File: config.mk
export PLATFORM = sky130hd
export DESIGN_NAME = direction_input_ctrl
export DESIGN_NICKNAME = d
export VERILOG_FILES = /design/src/rtl/direction_input_ctrl.sv
export SDC_FILE = /design/constraint.sdc
export NUM_CORES = 1
export LEC_CHECK = 0
export ABC_AREA = 1
export BUFFER_PORTS_ARGS = -buffer_cell sky130_fd_sc_hd__buf_2
export CORE_ASPECT_RATIO = 1.2
export CORE_UTILIZATION = 50
export CTS_CLUSTER_DIAMETER = 30
export DETAILED_ROUTE_END_ITERATION = 12
export PLACE_DENSITY = 0.72
export SLEW_MARGIN = 20
export SYNTH_ARGS = -nofsm -noshare
export SYNTH_HDL_FRONTEND = slang
export SYNTH_SLANG_ARGS = --single-unit
File: constraint.sdc
create_clock -name clk -period 1.8 [get_ports clk]
set_input_delay 0.27 -clock clk [delete_from_list [all_inputs] [get_ports clk]]
set_output_delay 0.27 -clock clk [all_outputs]
set_load 0.05 [all_outputs]
File: src/rtl/direction_input_ctrl.sv
// Button front-end for the 2048 game FSM: sync, debounce, press detect and a one-request-per-press
// handshake onto the one-hot direction bus. Define AUTO_REPEAT_EN to reissue a held direction.
module direction_input_ctrl #(
  parameter int DEBOUNCE_CYCLES = 500000,
  parameter int REPEAT_CYCLES   = 25000000,
  parameter int CNT_W           = 25
) (
  input  logic       clk,
  input  logic       rst,
  input  logic [3:0] btn_n,
  input  logic       ready,
  output logic [3:0] direction,
  output logic [3:0] btn_level
);

  typedef enum logic [1:0] {
    IDLE,
    PENDING,
    WAIT_RELEASE
  } state_t;

  localparam logic [CNT_W-1:0] DB_LAST = CNT_W'(DEBOUNCE_CYCLES - 1);

  // Reject configurations the counters cannot represent.
  if (DEBOUNCE_CYCLES < 2 || REPEAT_CYCLES < 2 ||
      $clog2(DEBOUNCE_CYCLES) > CNT_W || $clog2(REPEAT_CYCLES) > CNT_W) begin : g_bad_cfg
    $error("direction_input_ctrl: invalid DEBOUNCE_CYCLES/REPEAT_CYCLES/CNT_W combination");
  end

  logic [3:0]       sync1;
  logic [3:0]       sync2;
  logic [3:0]       s;
  logic [CNT_W-1:0] db_cnt [4];
  logic [3:0]       commit;
  logic [3:0]       press;

  state_t     state;
  state_t     state_nx;
  logic [3:0] dir_nx;

  // Synchronizers reset to "released" so a held button after reset is seen as a fresh press.
  // NOTE: sequential state uses non-blocking assignments so every flop samples pre-edge values.
  always_ff @(posedge clk) begin
    if (rst) begin
      sync1 <= 4'b1111;
      sync2 <= 4'b1111;
    end else begin
      sync1 <= btn_n;
      sync2 <= sync1;
    end
  end

  assign s = ~sync2;

  always_comb begin
    commit = '0;
    for (int i = 0; i < 4; i++) begin
      commit[i] = (s[i] != btn_level[i]) && (db_cnt[i] == DB_LAST);
    end
  end

  // Only a 0->1 commit is a press; release commits never raise a request.
  assign press = commit & s;

  // NOTE: db_cnt is a handful of flops, not a RAM, so it is reset like any other register.
  always_ff @(posedge clk) begin
    if (rst) begin
      btn_level <= '0;
      for (int i = 0; i < 4; i++) db_cnt[i] <= '0;
    end else begin
      for (int i = 0; i < 4; i++) begin
        if (s[i] == btn_level[i]) begin
          db_cnt[i] <= '0;
        end else if (commit[i]) begin
          btn_level[i] <= s[i];
          db_cnt[i]    <= '0;
        end else begin
          db_cnt[i] <= db_cnt[i] + CNT_W'(1);
        end
      end
    end
  end

`ifdef AUTO_REPEAT_EN
  localparam logic [CNT_W-1:0] REP_LAST = CNT_W'(REPEAT_CYCLES - 1);

  logic [CNT_W-1:0] rep_cnt;
  logic [CNT_W-1:0] rep_nx;
  logic [3:0]       last_dir;
  logic [3:0]       last_nx;

  always_ff @(posedge clk) begin
    if (rst) begin
      rep_cnt  <= '0;
      last_dir <= '0;
    end else begin
      rep_cnt  <= rep_nx;
      last_dir <= last_nx;
    end
  end
`endif

  always_ff @(posedge clk) begin
    if (rst) begin
      state     <= IDLE;
      direction <= '0;
    end else begin
      state     <= state_nx;
      direction <= dir_nx;
    end
  end

  // NOTE: every output of this block gets a default first, so no path can infer a latch.
  always_comb begin
    state_nx = state;
    dir_nx   = direction;
`ifdef AUTO_REPEAT_EN
    rep_nx   = rep_cnt;
    last_nx  = last_dir;
`endif
    case (state)
      IDLE: begin
        if (press != 4'b0000) begin
          // Isolate lowest set bit: up wins over down over left over right.
          dir_nx   = press & (~press + 4'd1);
          state_nx = PENDING;
        end
      end
      PENDING: begin
        if (ready && direction != 4'b0000) begin
          dir_nx   = '0;
          state_nx = WAIT_RELEASE;
`ifdef AUTO_REPEAT_EN
          rep_nx   = '0;
          last_nx  = direction;
`endif
        end
      end
      WAIT_RELEASE: begin
        if (btn_level == 4'b0000) begin
          state_nx = IDLE;
`ifdef AUTO_REPEAT_EN
        end else if (btn_level == last_dir) begin
          if (rep_cnt == REP_LAST) begin
            dir_nx   = last_dir;
            rep_nx   = '0;
            state_nx = PENDING;
          end else begin
            rep_nx = rep_cnt + CNT_W'(1);
          end
        end else begin
          rep_nx = '0;
`endif
        end
      end
      default: begin
        state_nx = IDLE;
        dir_nx   = '0;
      end
    endcase
  end

endmodule

* After elaboration in Yosys (flattened, before gate mapping)
Memory sizes are Yosys's and may differ from the RTL's.
Cells that the tools add are included.
** Word-level totals
- Register bits after elaboration :: 18
- Bits in latches :: 0
- Memory bits (writable) :: 100
- Bits in read-only memories :: 0
- Output and inout bits :: 8
- Logic and storage cells :: 132
- Memories kept :: 1
** Cells by class
- $add $sub $neg :: 5
- $mul :: 0
- Divide/modulo/power cells :: 0
- $lt $le $gt $ge :: 0
- Eq/ne operators :: 17
- Shift-type cells :: 0
- Muxes and demuxes :: 65
- Bitwise operators :: 21
- Reductions and logical operators :: 15
** Memories
- db_cnt :: depth 4, width 25, rd ports 4, clocked after Yosys merged registers in 0, wr ports 4, line 33 : logic [CNT_W-1:0] db_cnt [4];
** Operators with widths (number)
- 2-to-1 mux 25 bit :: 12
- adder 25 x 1 -> 25 bit, second input constant :: 4
- == test 25 x 19 -> 1 bit, second input constant :: 4
- 2-to-1 mux 1 bit :: 46
- bitwise OR 1 bit :: 12
- one-hot mux 4 bit (3 select lines) :: 1
- bitwise AND 4 bit :: 2
- 2-to-1 mux 4 bit :: 2
- inverter 4 bit :: 2
- AND reduction 2 bit :: 4
- nonzero test 4 bit :: 2
- 2-to-1 mux 2 bit :: 3
- != test 2 bit, second input constant :: 3
- one-hot mux 2 bit (3 select lines) :: 1
- AND reduction 3 bit :: 2
- logical AND 1 bit :: 5
- inverter 1 bit :: 5
- adder 4 x 1 -> 4 bit, second input constant :: 1
- == test 1 bit :: 4
- zero test 4 bit :: 1
- != test 1 bit :: 4
- == test 2 x 1 -> 1 bit, second input constant :: 1
- == test 2 bit, second input constant :: 1
- zero test 2 bit :: 1

* Longest topological paths before layout
Gate-level depths: netlist (run 1).
- Word-level depth :: 9
- Mapped depth :: 13

* Worst setup path before layout (run 1)
Ideal clock, no wire load.
- Kind :: reg-to-reg
- From :: register direction[2]
- To :: register direction[3]
- Library setup time :: 0.118 ns
- Data arrival time :: 1.676 ns
- Setup slack :: 0.006 ns
- Stages on the path, launching flop included :: 9
- Clock period less this slack :: 1.794 ns
- Cell sequence :: dfxtp_1 inv_1 nand2_1 o31ai_1 nand2_1 a21boi_0 o21ai_0 nand2_1 a21oi_1
** On the way
- Longest elaborated chain between the ends :: 4
** Ends and longest elaborated chain
- start: declaration :: line 12 : output logic [3:0] direction,
- start signal: assignment :: line 109 : direction <= dir_nx;
- nonzero test 4 bit :: line 130 : if (ready && direction != 4'b0000) begin
- logical AND 1 bit :: line 130
- != test 2 bit (no line)
- AND reduction 3 bit (no line)
Every way passes these cells.
A chain may end at the register's enable or synchronous reset.

==> results of run 1 <==
==> per-stage QoR <==
step                cell area [um2]  instances  TNS (ns)  setup slack (ns)
floorplan                      7480        950         0           0.00609
detailed placement             8230       1189    -0.348           -0.0491
global placement               8230       1189         0           0.00522
CTS                            8900       1223  -0.00236          -0.00109
global route                   9640       1261     -2.54            -0.187
finish                         9640       1261    -0.175           -0.0666
==> cell families (layout without fill, tap and decap cells) <==
group           count (synthesis)  after routing  share of synthesized area, %
other cells                     1            100                        0.0528
simple gates                  491            491                          35.2
flops                         118            118                          47.3
compound gates                 89             89                          7.06
buf+inv                       124            264                          6.74
fa+ha+maj                       4              4                         0.704
xor+xnor                       24             24                          2.96
==> flip-flops by register name (all words and copies together) (netlist names) <==
name / flops
db_cnt: 100
btn_level: 4
direction: 4
sync1: 4
sync2: 4
state: 2
==> power by group through the flow <==
| stage | sequential [W] | combinational [W] | clock, W |
|---|---|---|---|
| final | 0.00318 | 0.000560 | 0.00349 |
| after global routing | 0.00320 | 0.000621 | 0.00365 |
| after global placement | 0.00323 | 0.000467 | 0 |
| after detailed placement | 0.00323 | 0.000471 | 0 |
| after CTS | 0.00317 | 0.000481 | 0.00351 |
| after floorplan | 0.00325 | 0.000287 | 0 |
==> layout by cell type (no fill, tap or decap), drive strengths merged <==
cell,netlist,routed
nand2,175,175
nor2,153,153
buf,9,115
inv,113,113
edfxtp,100,100
conb,1,100
nand3,56,56
a21oi,51,51
nor3,35,35
nand4,28,28
clkbuf,1,23
dfxtp,18,18
o21ai,18,18
xor2,17,17
nor3b,17,17
or2,13,13
nor4,11,11
o21a,7,7
xnor2,7,7
clkinvlp,0,6
a31oi,4,4
ha,4,4
clkinv,1,4
nand3b,3,3
bufinv,0,3
a211oi,3,3
o31ai,3,3
a21boi,1,1
o311ai,1,1
o21bai,1,1
==> worst register-to-register path: stages (launching register included) <==
cell	delay, ns
edfxtp_1	0.49
nand2_1	0.17
nor3_2	0.22
nand2_1	0.14
nor2_4	0.17
inv_4	0.07
nor3_4	0.20
a21oi_2	0.07
o21a_1	0.10
==> worst max path at each step <==
stage / startpoint / slack, ns / end
6_report: db_cnt[1][7] / -0.07 / db_cnt[1][24]
5_1_grt: db_cnt[1][0] / -0.19 / db_cnt[1][20]
4_1_cts: db_cnt[1][0] / -0.001 / db_cnt[1][14]
3_5_place_dp: db_cnt[3][1] / -0.05 / db_cnt[3][21]
3_3_place_gp: db_cnt[3][0] / 0.005 / db_cnt[3][14]
2_1_floorplan: direction[2] / 0.006 / direction[3]
==> repair_timing <==
action | in CTS | in global routing
buffers inserted | 1 | 35
gates resized for setup | 5 | 108
gates cloned | 1 | 4
pin swaps | 2 | 51
hold endpoints to repair | 0 | 0
endpoints found under the setup margin | 13 | 98
==> cell type report <==
type	instances	area, um2	area share [%]
inverters	114	433	4.49
flip-flops and latches	118	3360	34.9
repair buffers	118	1000	10.4
multi-input cells	708	4020	41.7
clock inverters	12	153	1.58
clock buffers	20	457	4.74
well taps	171	214	2.22
==> routing by layer <==
metal  track usage, %  vias to the layer above  wire (um)
met1             25.9                     2932       7320
met5                0                        -          0
li1                 -                     3227          -
met4             7.63                        0        367
met3             4.17                       34        586
met2             35.7                      146       8640
==> impl_metrics.toml, run 1 <==
[timing]
hold_viol = 0
finalCritPeriodShare_pct = 104
finalMaxSlewViolations = 0
setup_viol = 5
skew_ns = 0.0104
whs_ns = 0.0374
rsz0062_at_grt = "true"
max_freq_ghz = 0.536
min_period_ns = 1.87
finalWorstSetupSlack_ns = -0.0666

[floorplanning]
fp.dieW_um = 111
core_um2 = 13800
core.rowCount = 47
die_h_um = 133
die-area_um2 = 14700
num_io_pins = 15
start_util_pct = 51.4

[clocking]
root_buffer = "clkbuf_16"
hold_buffers = 0
cts.clk_slew.worst_paths_ns = 0.06
cts_tree = "yes"
cts_inserted_buffers = 17
cts.sinks = 118
clk-insertion-delay-late_ns = 0.41
htreeDepth = 4
cts.path.max_buffers = 2

[global_route]
antenna_found_initial = 0
grt.total_usage_pct = 20.8
grt_max_degree = 24
grt_pass1_vias = 5675
grt_overflow = 0
grt_pass1_wl_um = 24900

[critical_path]
critPathMaxStageDelay_ns = 0.49
critPathMaxFanout = 6
worstPathRequired_ns = 1.96
rrSetupSlack_ns = -0.07
start_kind = "register"
reg2reg_depth = 8
reg2reg_to = "db_cnt[1][24]"
cp_top_family = "simple AND/OR/NAND/NOR gates"
arrival_ns = 2.03
crit_type = "reg -> reg"
cp.buffers_inverters = 1
cpMostUsedCell = "nand2_1"
cp.depth = 8
cp-end-kind = "register"
slowest_stage = "edfxtp_1"
cp_cell_sequence = "nand2_1, nor3_2, nand2_1, nor2_4, inv_4, nor3_4, a21oi_2, o21a_1"
worstReg2RegStart = "db_cnt[1][7]"

[pwr]
pwr-share-comb_pct = 7.8
power_frac_clock_pct = 48.2
p_int_w = 0.00553
p_leak_nw = 3.92
pwr-share-seq_pct = 44.0
ir_drop_mv = 0.837
p_sw_w = 0.00169
power_density_nw_per_um2 = 750
power.total_w = 0.00723
switching_share_pct = 23.5

[worst_hold_path]
min-delay-start = "btn_n[1]"
hold_depth = 2
hold_class = "in -> reg"
worstHoldEndpoint = "sync1[1]"

[synthesis]
synth_seq_cells = 118
ys_types = 41
synth_warnings = 0
synthArstFlopShare_pct = 0
synth_cells = 851
yosysMostFrequentCell = "nand2_1"
synth_top_area_share_pct = 42.2
yosys.area.top_type = "edfxtp_1"
synth.area.top_cells = "edfxtp_1 (42%), nand2_1 (8.4%), nor2_1 (6.5%)"
syn_area_per_cell_um2 = 8.35
syn-cell-area_um2 = 7110
ys_seq_area_share_pct = 47.3
synth_enable_flop_cells = 100
synthFlopType = "edfxtp_1"
synth.top_cells.by_count = "nand2_1 (159), nor2_1 (124), inv_1 (103), edfxtp_1 (100), a21oi_1 (51)"

[finish]
final_layout_size_suffix_gt1_share_pct = 28.1
finalNetCount = 1088
area_growth_pct = 35.6
nFillCells = 1002
fin_util_pct = 69.7
antennaDiodeCount = 0

[placed_design]
hpwl_um = 11000
portBuffers = 14
place.gp.congestion = 0.880

[routing]
postRouteAntennaNets = 0
drtIter0Drc = 426
drt-pass1-iter-count = 4
routed_wirelength_um = 16900
vias = 6339
via_per_inst = 5.03
wl_per_cell_um = 13.4
drc = 0

[flow_run]
drv_cap = 0

[outcome]
status = "finished, violations left"
failed_checks = "negative setup slack"
No activity file was read; power rests on OpenSTA's default activity.
==> inputs of run 2 (changes only) <==
- ABC_AREA: 1 -> 0
- PLACE_DENSITY: 0.72 -> 0.73
==> run 2 against run 1 <==
Effect of this change: the run still ends with negative setup slack left; total power decreased by 5.1%; final area decreased by 4.2%; flip-flop and latch count unchanged; clock-buffer cell count unchanged; first-iteration DRC count decreased by 24%; core utilization increased by 6.5 points; cell count decreased by 17%; critical path depth decreased by 3; clock skew decreased by 0.0036 ns; largest power group unchanged.
==> impl_metrics.toml, run 2 <==
[worst_hold_path]
worstHoldEndpoint = "sync1[1]"
min-delay-start = "btn_n[1]"
hold_depth = 2
hold_class = "in -> reg"

[pwr]
ir_drop_mv = 0.647
switching_share_pct = 22.5
power.total_w = 0.00686
power_density_nw_per_um2 = 743
p_leak_nw = 3.41
pwr-share-comb_pct = 7.6
p_sw_w = 0.00154
power_frac_clock_pct = 46.4
pwr-share-seq_pct = 46.0
p_int_w = 0.00532

[timing]
rsz0062_at_grt = "true"
finalMaxSlewViolations = 0
worst_slew_pin_slew_ns = 0.488
fin_setup_tns_ns = -13.17
slew_headroom_pct = 67.2
max_freq_ghz = 0.479
skew_ns = 0.00687
finalCritPeriodShare_pct = 116
min_period_ns = 2.09
setup_viol = 96
finalWorstSetupSlack_ns = -0.288
hold_viol = 0

[floorplanning]
core.rowCount = 44
start_util_pct = 51.5
die-area_um2 = 12900
die_h_um = 124
num_io_pins = 15
core_um2 = 12100
fp.dieW_um = 104

[critical_path]
arrival_ns = 2.25
reg2reg_to = "db_cnt[3][11]"
cp_cell_sequence = "or4b_4, or3_4, nor2_4, a211o_2, nor2_1"
reg2reg_depth = 5
cp_top_family = "simple AND/OR/NAND/NOR gates"
worstReg2RegStart = "db_cnt[3][23]"
slowest_stage = "or4b_4"
cp.buffers_inverters = 0
worstPathRequired_ns = 1.96
critPathMaxFanout = 6
cp-end-kind = "register"
start_kind = "register"
rrSetupSlack_ns = -0.29
critPathMaxStageDelay_ns = 0.55
crit_type = "reg -> reg"

[finish]
mostFrequentLayoutCells = "buf_4 (124), edfxtp_1 (100), conb_1 (100), xnor2_1 (69), nor2_1 (65)"
final_layout_size_suffix_gt1_share_pct = 35.7
largest_reg_flops = 100
antennaDiodeCount = 0
layout_commonest_cell = "buf_4"
top_register = "db_cnt"
area_growth_pct = 48.0
final_area_um2 = 9230
finalNetCount = 881
fin_util_pct = 76.2

[flow_run]
drv_cap = 0

[routing]
via_per_inst = 5.41
wl_per_cell_um = 16.6
vias = 5647
drc = 0
drtIter0Drc = 324
drt-pass1-iter-count = 5
routed_wirelength_um = 17300
postRouteAntennaNets = 0

[synthesis]
synth_top_area_share_pct = 48.1
synth.area.top_cells = "edfxtp_1 (48%), xnor2_1 (10%), nor2_1 (7.9%)"
synth.top_cells.by_count = "nor2_1 (131), edfxtp_1 (100), xnor2_1 (71), nand3_1 (39), nor3_1 (31)"
synthFlopType = "edfxtp_1"
synthArstFlopShare_pct = 0
ys_seq_area_share_pct = 53.9
syn_area_per_cell_um2 = 10.2
synth_cells = 611
synth_warnings = 0
synth_seq_cells = 118
ys_types = 47
synth_enable_flop_cells = 100
syn-cell-area_um2 = 6240
yosys.area.top_type = "edfxtp_1"
yosysMostFrequentCell = "nor2_1"

[global_route]
grt_pass1_wl_um = 26100
grt_overflow = 0
antenna_found_initial = 0
grt.total_usage_pct = 25.5
grt_max_degree = 26
grt_pass1_vias = 5745

[clocking]
cts.path.max_buffers = 2
htreeDepth = 4
cts_tree = "yes"
clk-insertion-delay-late_ns = 0.41
cts_inserted_buffers = 17
hold_buffers = 0
root_buffer = "clkbuf_16"
cts.sinks = 118
cts.clk_slew.worst_paths_ns = 0.05

[placed_design]
hpwl_um = 9540
place_area_um2 = 7790
pre_cts_slack_ns = -0.273
portBuffers = 14
place.gp.congestion = 0.788

[outcome]
failed_checks = "negative setup slack"
status = "finished, violations left"
[run 2: changes by cell type in the layout (fill, tap and decap cells not counted), moves of 10 or more]
cell and change:
inv_1 -72, xnor2_1 +63, inv_2 -16, nor2_2 +26, nand2_2 -25, nand2_1 -116
a21oi_1 -49, and3_1 +10, nor2_1 -46, buf_4 +35
[run 2: layout make-up]
| type | count | area [um2] |
|---|---|---|
| well taps | 161 | 201 |
| clock inverters | 12 | 111 |
| multi-input cells | 554 | 3740 |
| inverters | 23 | 86.3 |
| fillers | 751 | 2880 |
| repair buffers | 156 | 1290 |
| clock buffers | 20 | 437 |
| flip-flops and latches | 118 | 3360 |
[run 2: through the flow]
stage | instances | hold slack [ns]
6_report | 1044 | 0.0393
4_1_cts | 1043 | 0.0332
5_1_grt | 1044 | 0.0360
2_1_floorplan | 710 | 0.374
3_3_place_gp | 985 | 0.399
3_5_place_dp | 985 | 0.397
[run 2: worst max path at each step]
stage,depth (start not counted),startpoint,endpoint
CTS,5,db_cnt[3][23],db_cnt[3][14]
detailed placement,5,db_cnt[3][24],db_cnt[3][10]
floorplan,6,db_cnt[3][23],db_cnt[3][9]
global route,7,db_cnt[3][23],btn_level[3]
finish,5,db_cnt[3][23],db_cnt[3][11]
global placement,5,db_cnt[3][24],db_cnt[3][7]
[run 2: power by group through the flow]
stage,sequential (W),combinational (W),clock [W]
global placement,0.00319,0.000380,0
global route,0.00317,0.000559,0.00333
finish,0.00316,0.000519,0.00318
CTS,0.00315,0.000449,0.00320
detailed placement,0.00319,0.000392,0
floorplan,0.00320,0.000198,0
[run 2: cells by family (layout without fill, tap and decap cells)]
| family | count (synthesis) | in the layout | share of synthesized area (%) |
|---|---|---|---|
| adder cells (fa/ha/maj) | 4 | 4 | 0.802 |
| AND/OR/NAND/NOR | 334 | 334 | 26.7 |
| other | 1 | 100 | 0.0601 |
| flip-flops | 118 | 118 | 53.9 |
| AO/OA/AOI/OAI | 21 | 24 | 2.87 |
| XOR/XNOR | 92 | 92 | 12.9 |
| buffers and inverters | 41 | 211 | 2.75 |
[run 2: metal layers]
metal	GRT usage [%]	vias to the layer above	share of wire (%)
li1	-	2605	-
met1	27.6	2732	38
met2	47.0	238	53
met3	4.87	72	4.8
met4	13.1	0	4.5
met5	0	-	0
[run 2: what timing repair did]
item / in CTS / in global routing
setup endpoints to repair: 106 / 109
cloned: 7 / 2
setup buffers: 20 / 5
resized for setup: 55 / 112
pin swaps: 22 / 43
==> inputs of run 3 (changes only) <==
- ABC_CLOCK_PERIOD_IN_PS: not set -> 1800
- CTS_BUF_LIST: not set -> sky130_fd_sc_hd__clkbuf_16
==> run 3 against run 2 <==
Effect of this change: the flow still finishes with violations (negative setup slack); global-route usage decreased by 0.11 points; setup slack lost 0.062 ns; critical endpoint is now db_cnt[3][9]; largest power group unchanged; routed wire length up 9.6%.
==> impl_metrics.toml, run 3 (synthesis gave the netlist of run 2 again) <==
[finish]
multi_input_comb_area_um2 = 3980
area_growth_pct = 53.0
layout_commonest_cell = "buf_4"
finalNetCount = 885
stdcell_count = 1048
mostFrequentLayoutCells = "buf_4 (127), edfxtp_1 (100), conb_1 (100), xnor2_1 (66), nor2_1 (59)"
final_area_um2 = 9540
regArea_um2 = 3360
top_register = "db_cnt"
antennaDiodeCount = 0
nFillCells = 677
final_layout_size_suffix_gt1_share_pct = 39.0
largest_reg_flops = 100

[clocking]
clk-insertion-delay-late_ns = 0.41
cts.clk_slew.worst_paths_ns = 0.05
cts.sinks = 118
cts.path.max_buffers = 2
hold_buffers = 0
cts_inserted_buffers = 17
cts_tree = "yes"
root_buffer = "clkbuf_16"
htreeDepth = 4

[timing]
finalCritPeriodShare_pct = 119
rsz0062_at_grt = "true"
skew_ns = 0.0110
max_freq_ghz = 0.465
hold_viol = 0
whs_ns = 0.0396
min_period_ns = 2.15
finalMaxSlewViolations = 0
finalWorstSetupSlack_ns = -0.350
setup_viol = 103

[pwr]
power_frac_clock_pct = 46.2
p_sw_w = 0.00159
ir_drop_mv = 0.611
power.total_w = 0.00691
switching_share_pct = 23.0
pwr-share-seq_pct = 45.7
power_density_nw_per_um2 = 723
pwr-share-comb_pct = 8.0
p_leak_nw = 3.58
p_int_w = 0.00531

[worst_hold_path]
worstHoldEndpoint = "sync1[1]"
hold_class = "in -> reg"
hold_depth = 2
min-delay-start = "btn_n[1]"

[placed_design]
pre_cts_slack_ns = -0.273
place_area_um2 = 7790
placed_cells = 985
place.gp.congestion = 0.788
portBuffers = 14
hpwl_um = 9540

[routing]
routed_wirelength_um = 19000
drtIter0Drc = 352
drt-pass1-iter-count = 5
vias = 5791
via_per_inst = 5.53
postRouteAntennaNets = 0
drc = 0
wl_per_cell_um = 18.1

[outcome]
failed_checks = "negative setup slack"
status = "finished, violations left"

[critical_path]
arrival_ns = 2.30
cp-end-kind = "register"
start_kind = "register"
reg2reg_depth = 5
critPathMaxFanout = 6
crit_type = "reg -> reg"
worstReg2RegStart = "db_cnt[3][23]"
reg2reg_to = "db_cnt[3][9]"
worstPathRequired_ns = 1.95
rrSetupSlack_ns = -0.35

[floorplanning]
core_um2 = 12100
die-area_um2 = 12900
start_util_pct = 51.5
die_h_um = 124
fp.dieW_um = 104
core.rowCount = 44
num_io_pins = 15

[global_route]
grt_max_degree = 26
antenna_found_initial = 0
grt_pass1_wl_um = 26000
grt.total_usage_pct = 25.4
grt_pass1_vias = 5762
grt_overflow = 0

[flow_run]
drv_cap = 0
## run 3: cell types whose count changed in the layout (fill, tap and decap cells not counted), sizes merged
| cell | change |
|---|---|
| a211o | -1 |
| buf | +3 |
| clkbuf | -1 |
| inv | +3 |
## run 3: how the worst max path moves through the flow
stage                       start       endpoint  slack, ns  cells past startpoint
floorplan           db_cnt[3][23]   db_cnt[3][9]      -0.18                      6
global placement    db_cnt[3][24]   db_cnt[3][7]      -0.21                      5
detailed placement  db_cnt[3][24]  db_cnt[3][10]      -0.27                      5
CTS                 db_cnt[3][23]  db_cnt[3][14]      -0.21                      5
global route        db_cnt[3][23]   db_cnt[3][9]      -0.40                      5
finish              db_cnt[3][23]   db_cnt[3][9]      -0.35                      5
## run 3: metal layers
layer / part of all wire (%) / wire length [um] / global-route usage (%)
met4: 5.1 / 963 / 12.1
met3: 4.8 / 914 / 4.97
met5: 0 / 0 / 0
met2: 54 / 10200 / 47.3
met1: 36 / 6920 / 27.4
## run 3: power by group through the flow
| stage | combinational (W) | clock [W] | sequential (W) |
|---|---|---|---|
| final | 0.000555 | 0.00319 | 0.00316 |
| after global routing | 0.000591 | 0.00334 | 0.00317 |
| after CTS | 0.000451 | 0.00318 | 0.00315 |
| after detailed placement | 0.000392 | 0 | 0.00319 |
| after global placement | 0.000380 | 0 | 0.00319 |
| after floorplan | 0.000198 | 0 | 0.00320 |
## run 3: final cells by class
type | count | share of cell area (%)
clock inverter | 15 | 1.28
sequential | 118 | 35.2
clock buffer | 17 | 4.46
inverter | 23 | 0.905
tap | 161 | 2.11
timing repair buffer | 161 | 14.3
multi-input combinational | 553 | 41.7
## run 3: per-stage QoR
step	util, %	setup TNS (ns)
after floorplan	-	-5.05
after global placement	64.3	-9.70
after detailed placement	64.3	-13.63
after CTS	73.6	-8.87
after global routing	78.8	-27.62
final	78.8	-22.17
## run 3: what timing repair did
| item | in CTS | in global routing |
|---|---|---|
| pin swaps | 22 | 66 |
| resized for setup | 54 | 163 |
| setup buffers | 20 | 10 |
| cloned | 7 | 4 |
| setup endpoints to repair | 106 | 109 |
## run 3: critical path, stage by stage (launching register included)
cell and delay (ns):
edfxtp_1 0.42, or4b_4 0.57, or3_4 0.43, nor2_4 0.16
a211o_2 0.23, nor2_1 0.08
